===== src/rtl/cpu_pkg.sv =====
// Shared definitions for the microprocessor and its program store:
// opcodes, the NOP instruction word and the loader state encoding.
package cpu_pkg;

    localparam logic [1:0] OP_ADD   = 2'b00;
    localparam logic [1:0] OP_LOAD  = 2'b01;
    localparam logic [1:0] OP_STORE = 2'b10;
    localparam logic [1:0] OP_JUMP  = 2'b11;

    // Jump with offset 0 simply advances the PC by one.
    localparam logic [7:0] NOP_INSTR = {OP_JUMP, 6'b00_0000};

    typedef enum logic {
        STATE_LOAD = 1'b0,
        STATE_RUN  = 1'b1
    } state_t;

endpackage


===== src/rtl/button_debouncer.sv =====
// Synchronises a bouncing push button, debounces it, and emits a
// one-cycle pulse on each rising edge of the debounced level.
module button_debouncer #(
    parameter int DEBOUNCE_CYCLES = 1000000
) (
    input  logic clk,
    input  logic reset,
    input  logic raw,
    output logic level,
    output logic press
);

    localparam int CNT_W = $clog2(DEBOUNCE_CYCLES + 1);
    localparam logic [CNT_W-1:0] CNT_LAST = CNT_W'(DEBOUNCE_CYCLES - 1);

    logic             sync_1;
    logic             sync_2;
    logic             level_prev;
    logic [CNT_W-1:0] count;

    // The counter only runs while the synchronised input disagrees with
    // the accepted level; any agreement restarts the qualification window.
    always_ff @(posedge clk) begin
        if (reset) begin
            sync_1     <= 1'b0;
            sync_2     <= 1'b0;
            level      <= 1'b0;
            level_prev <= 1'b0;
            count      <= '0;
        end else begin
            sync_1     <= raw;
            sync_2     <= sync_1;
            level_prev <= level;
            if (sync_2 != level) begin
                if (count == CNT_LAST) begin
                    level <= sync_2;
                    count <= '0;
                end else begin
                    count <= count + 1'b1;
                end
            end else begin
                count <= '0;
            end
        end
    end

    assign press = level & ~level_prev;

endmodule


===== src/rtl/program_store.sv =====
// Instruction memory with a front-panel loader: words are keyed in LOAD
// mode with a debounced button and served to the core in RUN mode.
module program_store
    import cpu_pkg::*;
#(
    parameter int DEPTH           = 32,
    parameter int DEBOUNCE_CYCLES = 1000000,
    localparam int ADDR_W         = $clog2(DEPTH)
) (
    input  logic              oscillator,
    input  logic              reset,
    input  logic              load_mode,
    input  logic              load_button,
    input  logic [7:0]        load_data,
    input  logic [7:0]        instruction_address,
    output logic [7:0]        instruction,
    output logic              run_enable,
    output logic [ADDR_W-1:0] load_pointer,
    output logic              load_full,
    output logic              write_ack
);

    state_t     state;
    state_t     next_state;
    logic       mode_sync_1;
    logic       mode_sync;
    logic       press;
    logic       button_level;
    logic       do_write;
    logic       enter_load;
    logic [7:0] mem [DEPTH];

    button_debouncer #(
        .DEBOUNCE_CYCLES(DEBOUNCE_CYCLES)
    ) u_debouncer (
        .clk   (oscillator),
        .reset (reset),
        .raw   (load_button),
        .level (button_level),
        .press (press)
    );

    always_ff @(posedge oscillator) begin
        if (reset) begin
            mode_sync_1 <= 1'b0;
            mode_sync   <= 1'b0;
            state       <= STATE_RUN;
        end else begin
            mode_sync_1 <= load_mode;
            mode_sync   <= mode_sync_1;
            state       <= next_state;
        end
    end

    // A press is only honoured while staying in LOAD, so presses that
    // coincide with either mode change are dropped.
    always_comb begin
        next_state = state;
        do_write   = 1'b0;
        enter_load = 1'b0;
        case (state)
            STATE_LOAD: begin
                if (!mode_sync) begin
                    next_state = STATE_RUN;
                end else if (press && !load_full) begin
                    do_write = 1'b1;
                end
            end
            STATE_RUN: begin
                if (mode_sync) begin
                    next_state = STATE_LOAD;
                    enter_load = 1'b1;
                end
            end
            default: next_state = STATE_RUN;
        endcase
    end

    always_ff @(posedge oscillator) begin
        if (reset) begin
            for (int i = 0; i < DEPTH; i++) begin
                mem[i] <= NOP_INSTR;
            end
            load_pointer <= '0;
            load_full    <= 1'b0;
            write_ack    <= 1'b0;
            instruction  <= NOP_INSTR;
        end else begin
            write_ack <= do_write;
            if (enter_load) begin
                load_pointer <= '0;
                load_full    <= 1'b0;
            end else if (do_write) begin
                mem[load_pointer] <= load_data;
                if (load_pointer == ADDR_W'(DEPTH - 1)) begin
                    load_pointer <= '0;
                    load_full    <= 1'b1;
                end else begin
                    load_pointer <= load_pointer + 1'b1;
                end
            end
            if (state == STATE_RUN && instruction_address < 8'(DEPTH)) begin
                instruction <= mem[instruction_address[ADDR_W-1:0]];
            end else begin
                instruction <= NOP_INSTR;
            end
        end
    end

    assign run_enable = (state == STATE_RUN);

endmodule


===== config.mk =====
export PLATFORM = sky130hd
export DESIGN_NAME = program_store
export DESIGN_NICKNAME = d
export VERILOG_FILES = /design/src/rtl/cpu_pkg.sv /design/src/rtl/button_debouncer.sv /design/src/rtl/program_store.sv
export SDC_FILE = /design/constraint.sdc
export NUM_CORES = 1
export LEC_CHECK = 0
export ABC_AREA = 1
export CAP_MARGIN = 20
export CORE_UTILIZATION = 40
export DETAILED_ROUTE_END_ITERATION = 8
export HOLD_SLACK_MARGIN = 0.15
export PLACE_DENSITY = 0.54
export SLEW_MARGIN = 20
export SYNTH_ARGS = -nofsm -noshare
export SYNTH_HDL_FRONTEND = slang
export SYNTH_HIERARCHICAL = 1
export SYNTH_SLANG_ARGS = --single-unit

===== constraint.sdc =====
create_clock -name oscillator -period 5.53 [get_ports oscillator]
set_input_delay 1.106 -clock oscillator [delete_from_list [all_inputs] [get_ports oscillator]]
set_output_delay 1.106 -clock oscillator [all_outputs]
set_load 0.05 [all_outputs]

==> flow_summary_export.csv, run 1 <==
group,metric,value,unit
global_routing,antenna_found_initial,0,
power,internal_power,3.915,mW
power,seqPwrFrac,0.503,
timing,finalSetupTns,0,ns
worst_setup_path,startpoint_type,"input port",
global_routing,grt_usage,0.2100,
worst_setup_path,cp-end-kind,"flip-flop",
worst_setup_path,rr_endpoint,"mem[19][3]",
logic_synthesis,yosysWarnings,6,
power,p_per_area,328.4,mW/mm^2
die,fp.dieH,187.6,um
worst_setup_path,r2r_start,"u_debouncer/level",
cells_and_area,nets,1567,
global_routing,top_usage_layer,"met2",
global_routing,grt_use_met1,0.2842,
die,die_w,187.6,um
worst_setup_path,worstPathRequired,5.69,ns
timing,finClkSkew,0.02335,ns
route,routed_wirelength,36500,um
cts,htreeDepth,2,
die,start_util,0.4088,
logic_synthesis,synth_seq_cells,298,
job,drv_cap,0,
global_routing,grt_start_max_net_pins,92,
route,vias_per_cell,5.059,
worst_setup_path,arrival,3.26,ns
route,drc,0,
cts,worstSkewPairLatency,0.51,ns
cts,clk_pin_slew,0.05,ns
die,top_level_ports,36,
timing,fmax,322.6,MHz
timing,period_share,0.5605,
route,ant_nets,0,
logic_synthesis,ys_seq_area_frac,0.6190,
power,power.share.clock,0.428,
cts,cts_tree,"built",
power,p_leak,5.969,nW
status,status,"finished clean",
global_routing,grt_use_met2,0.3479,
die,rows,67,
cells_and_area,area_growth,12.52,%
global_routing,grt_pass1_wl,56590,um
cts,cts_buffer_depth,3,
cells_and_area,layout-drive-gt1-share,0.06769,
timing,hold_viol,0,
placement,dp_hpwl,22820,um
cts,cts_buffers,36,
timing,setup_violations,0,
cells_and_area,mostFrequentLayoutCells,"482 x nand2_1, 310 x nor2_1, 256 x edfxtp_1",
cells_and_area,diodes,0,
logic_synthesis,syn_area,0.01378,sq mm
worst_setup_path,regToRegSetupSlack,2.97,ns
global_routing,use_met3,0.03388,
logic_synthesis,syn_nets,1560,
logic_synthesis,synthCells,1534,
cts,post_cts_buffers,0,
worst_setup_path,crit_type,"input port to flip-flop",
cts,cts_resized,0,
cts,ctsHoldBuffers,0,
worst_setup_path,worstPathMaxFanout,10,
timing,maxSlewHeadroom,0.3450,
cells_and_area,fin_area,0.01550,sq mm
timing,period_minus_slack,3.100,ns
route,vias,10188,
route,drt-initial-drc-count,907,
die,core_area,0.03370,sq mm
worst_setup_path,crit_end,"mem[20][4]",
placement,portBuffers,35,
cells_and_area,layout_commonest_cell,"nand2_1",
timing,rsz0062_at_grt,"false",
logic_synthesis,syn-mean-instance-area,8.981,sq um
cts,root_buffer,"clkbuf_16",
placement,gp_congestion,0.7960,
timing,worstMarginPinSlew,0.9825,ns
die,dieArea,0.03519,sq mm
global_routing,grt_overflow_total,0,
power,switchingPower,1.177,mW
logic_synthesis,yosys.cell_types.count,39,
route,first_pass_iters,5,
worst_setup_path,r2r_cells,8,
placement,placed_cell_area,0.01442,sq mm
min_path,holdCritPathClass,"flip-flop to flip-flop",
power,swShare,0.2311,
worst_setup_path,critPathLaunch,"reset",
power,comb_power_share,0.069,
global_routing,grt_pass1_vias,9768,
power,irDropWorstVdd,229.1,uV
cts,clock_sinks,298,
route,wl_per_cell,18.12,um
timing,slew_violations,0,
==> Yosys cell counts (all sizes together) <==
| cell type | instances | area share |
|---|---|---|
| nand3b | 1 | 0.00082 |
| dfxtp | 42 | 0.061 |
| nand2 | 484 | 0.13 |
| o21ai | 27 | 0.0098 |
| clkinv | 1 | 0.00027 |
| or2 | 4 | 0.0018 |
| clkbuf | 38 | 0.010 |
| a21oi | 14 | 0.0056 |
| inv | 100 | 0.027 |
| nor3 | 5 | 0.0022 |
| buf | 42 | 0.017 |
| nor3b | 1 | 0.00055 |
| nor4 | 1 | 0.00091 |
| edfxtp | 256 | 0.56 |
| o211ai | 1 | 0.00055 |
| a21boi | 1 | 0.00055 |
| ha | 6 | 0.0054 |
| nor2 | 318 | 0.090 |
| nand3 | 178 | 0.067 |
| and2 | 1 | 0.00045 |
| xnor2 | 3 | 0.0019 |
| xor2 | 5 | 0.0032 |
| nand4 | 4 | 0.0029 |
| o21bai | 1 | 0.00055 |
==> worst min path at each step <==
stage | startpoint | endpoint | slack, ns | cells past startpoint
after global routing | mode_sync_1 | mode_sync | 0.42 | 2
after floorplan | mode_sync_1 | mode_sync | 0.39 | 2
after detailed placement | u_debouncer/sync_1 | u_debouncer/sync_2 | 0.40 | 2
after CTS | u_debouncer/sync_1 | u_debouncer/sync_2 | 0.40 | 2
after global placement | mode_sync_1 | mode_sync | 0.39 | 2
final | u_debouncer/sync_1 | u_debouncer/sync_2 | 0.40 | 2
==> state kept, by name, indices dropped and copies added (netlist names) <==
| signal | flops |
|---|---|
| mem | 256 |
| instruction | 8 |
| load_full | 1 |
| write_ack | 1 |
| u_debouncer/count | 20 |
| mode_sync | 1 |
| u_debouncer/level | 1 |
| mode_sync_1 | 1 |
| u_debouncer/sync_1 | 1 |
| run_enable | 1 |
| u_debouncer/level_prev | 1 |
| u_debouncer/sync_2 | 1 |
| load_pointer | 5 |
==> power by group through the flow <==
stage	Clock (mW)	Combinational, mW	Sequential [mW]
6_report	2.18	0.350	2.56
5_1_grt	2.31	0.388	2.57
4_1_cts	2.22	0.352	2.56
3_5_place_dp	0	0.351	2.61
3_3_place_gp	0	0.350	2.61
2_1_floorplan	0	0.226	2.60
==> area by class of cell <==
type	instances	area (sq um)
fill	3296	18200
sequential	298	8528
multi-input combinational	1055	4494
clock buffer	48	987.2
tap	448	560.5
timing repair buffer	49	460.4
inverter	101	380.4
clock inverter	15	91.34
==> through the flow <==
step | util | hold WS, ns | power (mW) | instances | setup slack [ns]
final | 0.4600 | 0.4018 | 5.092 | 2014 | 2.430
after global routing | 0.4600 | 0.4224 | 5.270 | 2014 | 2.202
after CTS | 0.4600 | 0.4038 | 5.131 | 2014 | 2.438
after detailed placement | 0.4280 | 0.3964 | 2.960 | 1951 | 1.909
after global placement | 0.4280 | 0.3911 | 2.958 | 1951 | 1.971
after floorplan | - | 0.3883 | 2.827 | 1534 | 3.353
==> routing by layer <==
metal	vias up	wire length, um
li1	4995	-
met1	4864	16270
met2	263	17290
met3	66	2041
met4	0	899
met5	-	0
==> worst max-delay path: stages <==
cell	delay (ns)
clkdlybuf4s50_1	0.66
nor2_4	0.23
nand2_1	0.41
nor2_1	0.37
inv_1	0.18
nand2_1	0.30
==> cells by family (layout without fill, tap and decap cells) <==
| kind of cell | Yosys count | in the layout | synth area share |
|---|---|---|---|
| buffers and inverters | 181 | 213 | 0.05476 |
| adders and majority gates | 6 | 6 | 0.005449 |
| and+or+nand+nor | 997 | 997 | 0.2986 |
| AOI/OAI and AO/OA | 44 | 44 | 0.01707 |
| xor gates and xnor gates | 8 | 8 | 0.005086 |
| DFF | 298 | 298 | 0.6190 |
No activity file was read; power rests on OpenSTA's default activity.
==> inputs of run 2 (changes only) <==
--- a/config.mk
+++ b/config.mk
@@ -10,7 +10,7 @@
 export CORE_UTILIZATION = 40
 export DETAILED_ROUTE_END_ITERATION = 8
 export HOLD_SLACK_MARGIN = 0.15
-export PLACE_DENSITY = 0.54
+export PLACE_DENSITY = 0.56
 export SLEW_MARGIN = 20
 export SYNTH_ARGS = -nofsm -noshare
 export SYNTH_HDL_FRONTEND = slang
==> constraint.sdc (replaced) <==
create_clock -name oscillator -period 2.6 [get_ports oscillator]
set_input_delay 0.52 -clock oscillator [delete_from_list [all_inputs] [get_ports oscillator]]
set_output_delay 0.52 -clock oscillator [all_outputs]
set_load 0.05 [all_outputs]
==> run 2 against run 1 <==
  * Worst hold slack better by 0.0015 ns
  * Power rose by 110%
  * Critical endpoint is now load_pointer[2]
  * Wire length fell by 0.65%
  * Via count rose by 1.3%
  * Clock power up 110%
  * Largest power group unchanged
==> flow_summary_export.csv, run 2 (synthesis results as in run 1) <==
group,metric,value,unit
cells_and_area,final_core_util,0.4686,
cts,post_cts_buffers,0,
worst_setup_path,r2r_cells,9,
cts,cts_buffer_depth,3,
cells_and_area,largest_reg_flops,256,
timing,setup_violations,0,
status,status,"finished clean",
global_routing,grt_usage,0.2087,
cts,root_buffer,"clkbuf_16",
route,wl_per_cell,17.79,um
placement,portBuffers,35,
cts,cts_buffers,34,
placement,gp_congestion,0.7859,
worst_setup_path,rr_endpoint,"mem[20][4]",
worst_setup_path,worstPathRequired,2.08,ns
timing,period_share,0.9127,
worst_setup_path,crit_type,"flip-flop to primary output",
route,vias,10319,
cts,htreeDepth,2,
worst_setup_path,r2r_start,"u_debouncer/level",
die,fp.dieH,187.6,um
worst_setup_path,arrival,1.85,ns
route,drc,0,
timing,finClkSkew,0.01380,ns
cts,worstSkewPairLatency,0.50,ns
timing,rsz0062_at_grt,"false",
route,ant_nets,0,
cts,cts_tree,"built",
cts,ctsHoldBuffers,0,
min_path,min_to,"mode_sync",
cells_and_area,layout_commonest_cell,"nand2_1",
worst_setup_path,slowest_stage,"clkdlybuf4s50_1",
die,dieArea,0.03519,sq mm
cts,cts_resized,0,
timing,maxSlewHeadroom,0.6117,
die,die_w,187.6,um
die,core_area,0.03370,sq mm
cells_and_area,area_growth,14.62,%
worst_setup_path,timing.critical_path.buf_inv,1,
timing,worstMarginPinSlew,0.5824,ns
cells_and_area,regMostFlops,"mem",
power,irDropWorstVdd,499.8,uV
worst_setup_path,crit_chain,"clkdlybuf4s50_1",
power,p_per_area,681.6,mW/mm^2
route,routed_wirelength,36260,um
cells_and_area,layout-drive-gt1-share,0.08176,
worst_setup_path,max_stage_delay,0.87,ns
global_routing,grt_overflow_total,0,
cells_and_area,largestRegisters,"mem (256), u_debouncer/count (20), instruction (8)",
route,drt-initial-drc-count,1109,
timing,fmax,421.4,MHz
cells_and_area,nets,1591,
min_path,worstHoldPathCells,2,
timing,slew_violations,0,
timing,hold_viol,0,
global_routing,grt_pass1_wl,56350,um
min_path,min-delay-start,"mode_sync_1",
global_routing,grt_pass1_vias,9955,
cells_and_area,fin_area,0.01579,sq mm
power,p_leak,6.112,nW
die,top_level_ports,36,
worst_setup_path,worstPathMaxFanout,8,
cts,clock_sinks,298,
worst_setup_path,startpoint_type,"flip-flop",
worst_setup_path,path_delay_family,"buffers and inverters",
job,drv_cap,0,
route,vias_per_cell,5.063,
timing,finalSetupTns,0,ns
min_path,holdCritPathClass,"flip-flop to flip-flop",
placement,placed_cell_area,0.01474,sq mm
placement,dp_hpwl,22580,um
worst_setup_path,cp-end-kind,"primary output",
global_routing,antenna_found_initial,0,
cts,clk_pin_slew,0.06,ns
timing,period_minus_slack,2.373,ns
route,first_pass_iters,5,
die,start_util,0.4088,
die,rows,67,
cells_and_area,diodes,0,
global_routing,grt_start_max_net_pins,129,
worst_setup_path,regToRegSetupSlack,0.36,ns
cells_and_area,mostFrequentLayoutCells,"482 x nand2_1, 310 x nor2_1, 256 x edfxtp_1",
-- run 2: changes by cell type in the layout (fill, tap and decap cells not counted), moves of 2 or more --
cell,delta
clkinv_1,-2
buf_12,+10
clkinvlp_4,+3
buf_4,+16
clkinv_2,-3
inv_1,+2
clkbuf_16,-2
clkbuf_8,-2
-- run 2: stage by stage --
stage	hold slack, ns	std cells	total power [mW]	setup WS [ns]
after floorplan	0.3883	1534	6.013	0.5910
after global placement	0.3909	1977	6.325	0.2335
after detailed placement	0.3975	1977	6.330	0.1993
after CTS	0.4058	2038	10.82	0.2099
after global routing	0.4162	2038	11.10	0.1556
final	0.4033	2038	10.76	0.2271
-- run 2: cell type report --
type,count,area (sq um)
tap,448,560.5
sequential,298,8528
timing repair buffer,75,780.7
clock buffer,44,909.6
fill,3257,17910
multi-input combinational,1055,4494
inverter,101,380.4
clock inverter,17,137.6
-- run 2: how the worst max path moves through the flow --
stage          cells past startpoint             from  slack (ns)              end
2_1_floorplan                      6  load_pointer[4]        0.59       mem[20][0]
3_3_place_gp                       7            reset        0.23       mem[22][5]
3_5_place_dp                       7            reset        0.20       mem[22][6]
4_1_cts                            1  load_pointer[2]        0.21  load_pointer[2]
5_1_grt                            1  load_pointer[3]        0.16  load_pointer[3]
6_report                           1  load_pointer[2]        0.23  load_pointer[2]
-- run 2: layer usage --
metal	global-route usage	share of wire	vias up	routed length, um
met5	0	0	-	0
met4	0.06660	0.027	0	995
met3	0.02938	0.068	73	2455
met2	0.3318	0.45	395	16450
met1	0.2945	0.45	4810	16360
li1	-	-	5041	-
-- run 2: power by group --
part / switching (mW) / internal [mW] / leakage [nW]
logic: 0.564 / 0.222 / 2.80
registers: 0.0623 / 5.38 / 2.81
clock network: 1.86 / 2.67 / 0.502
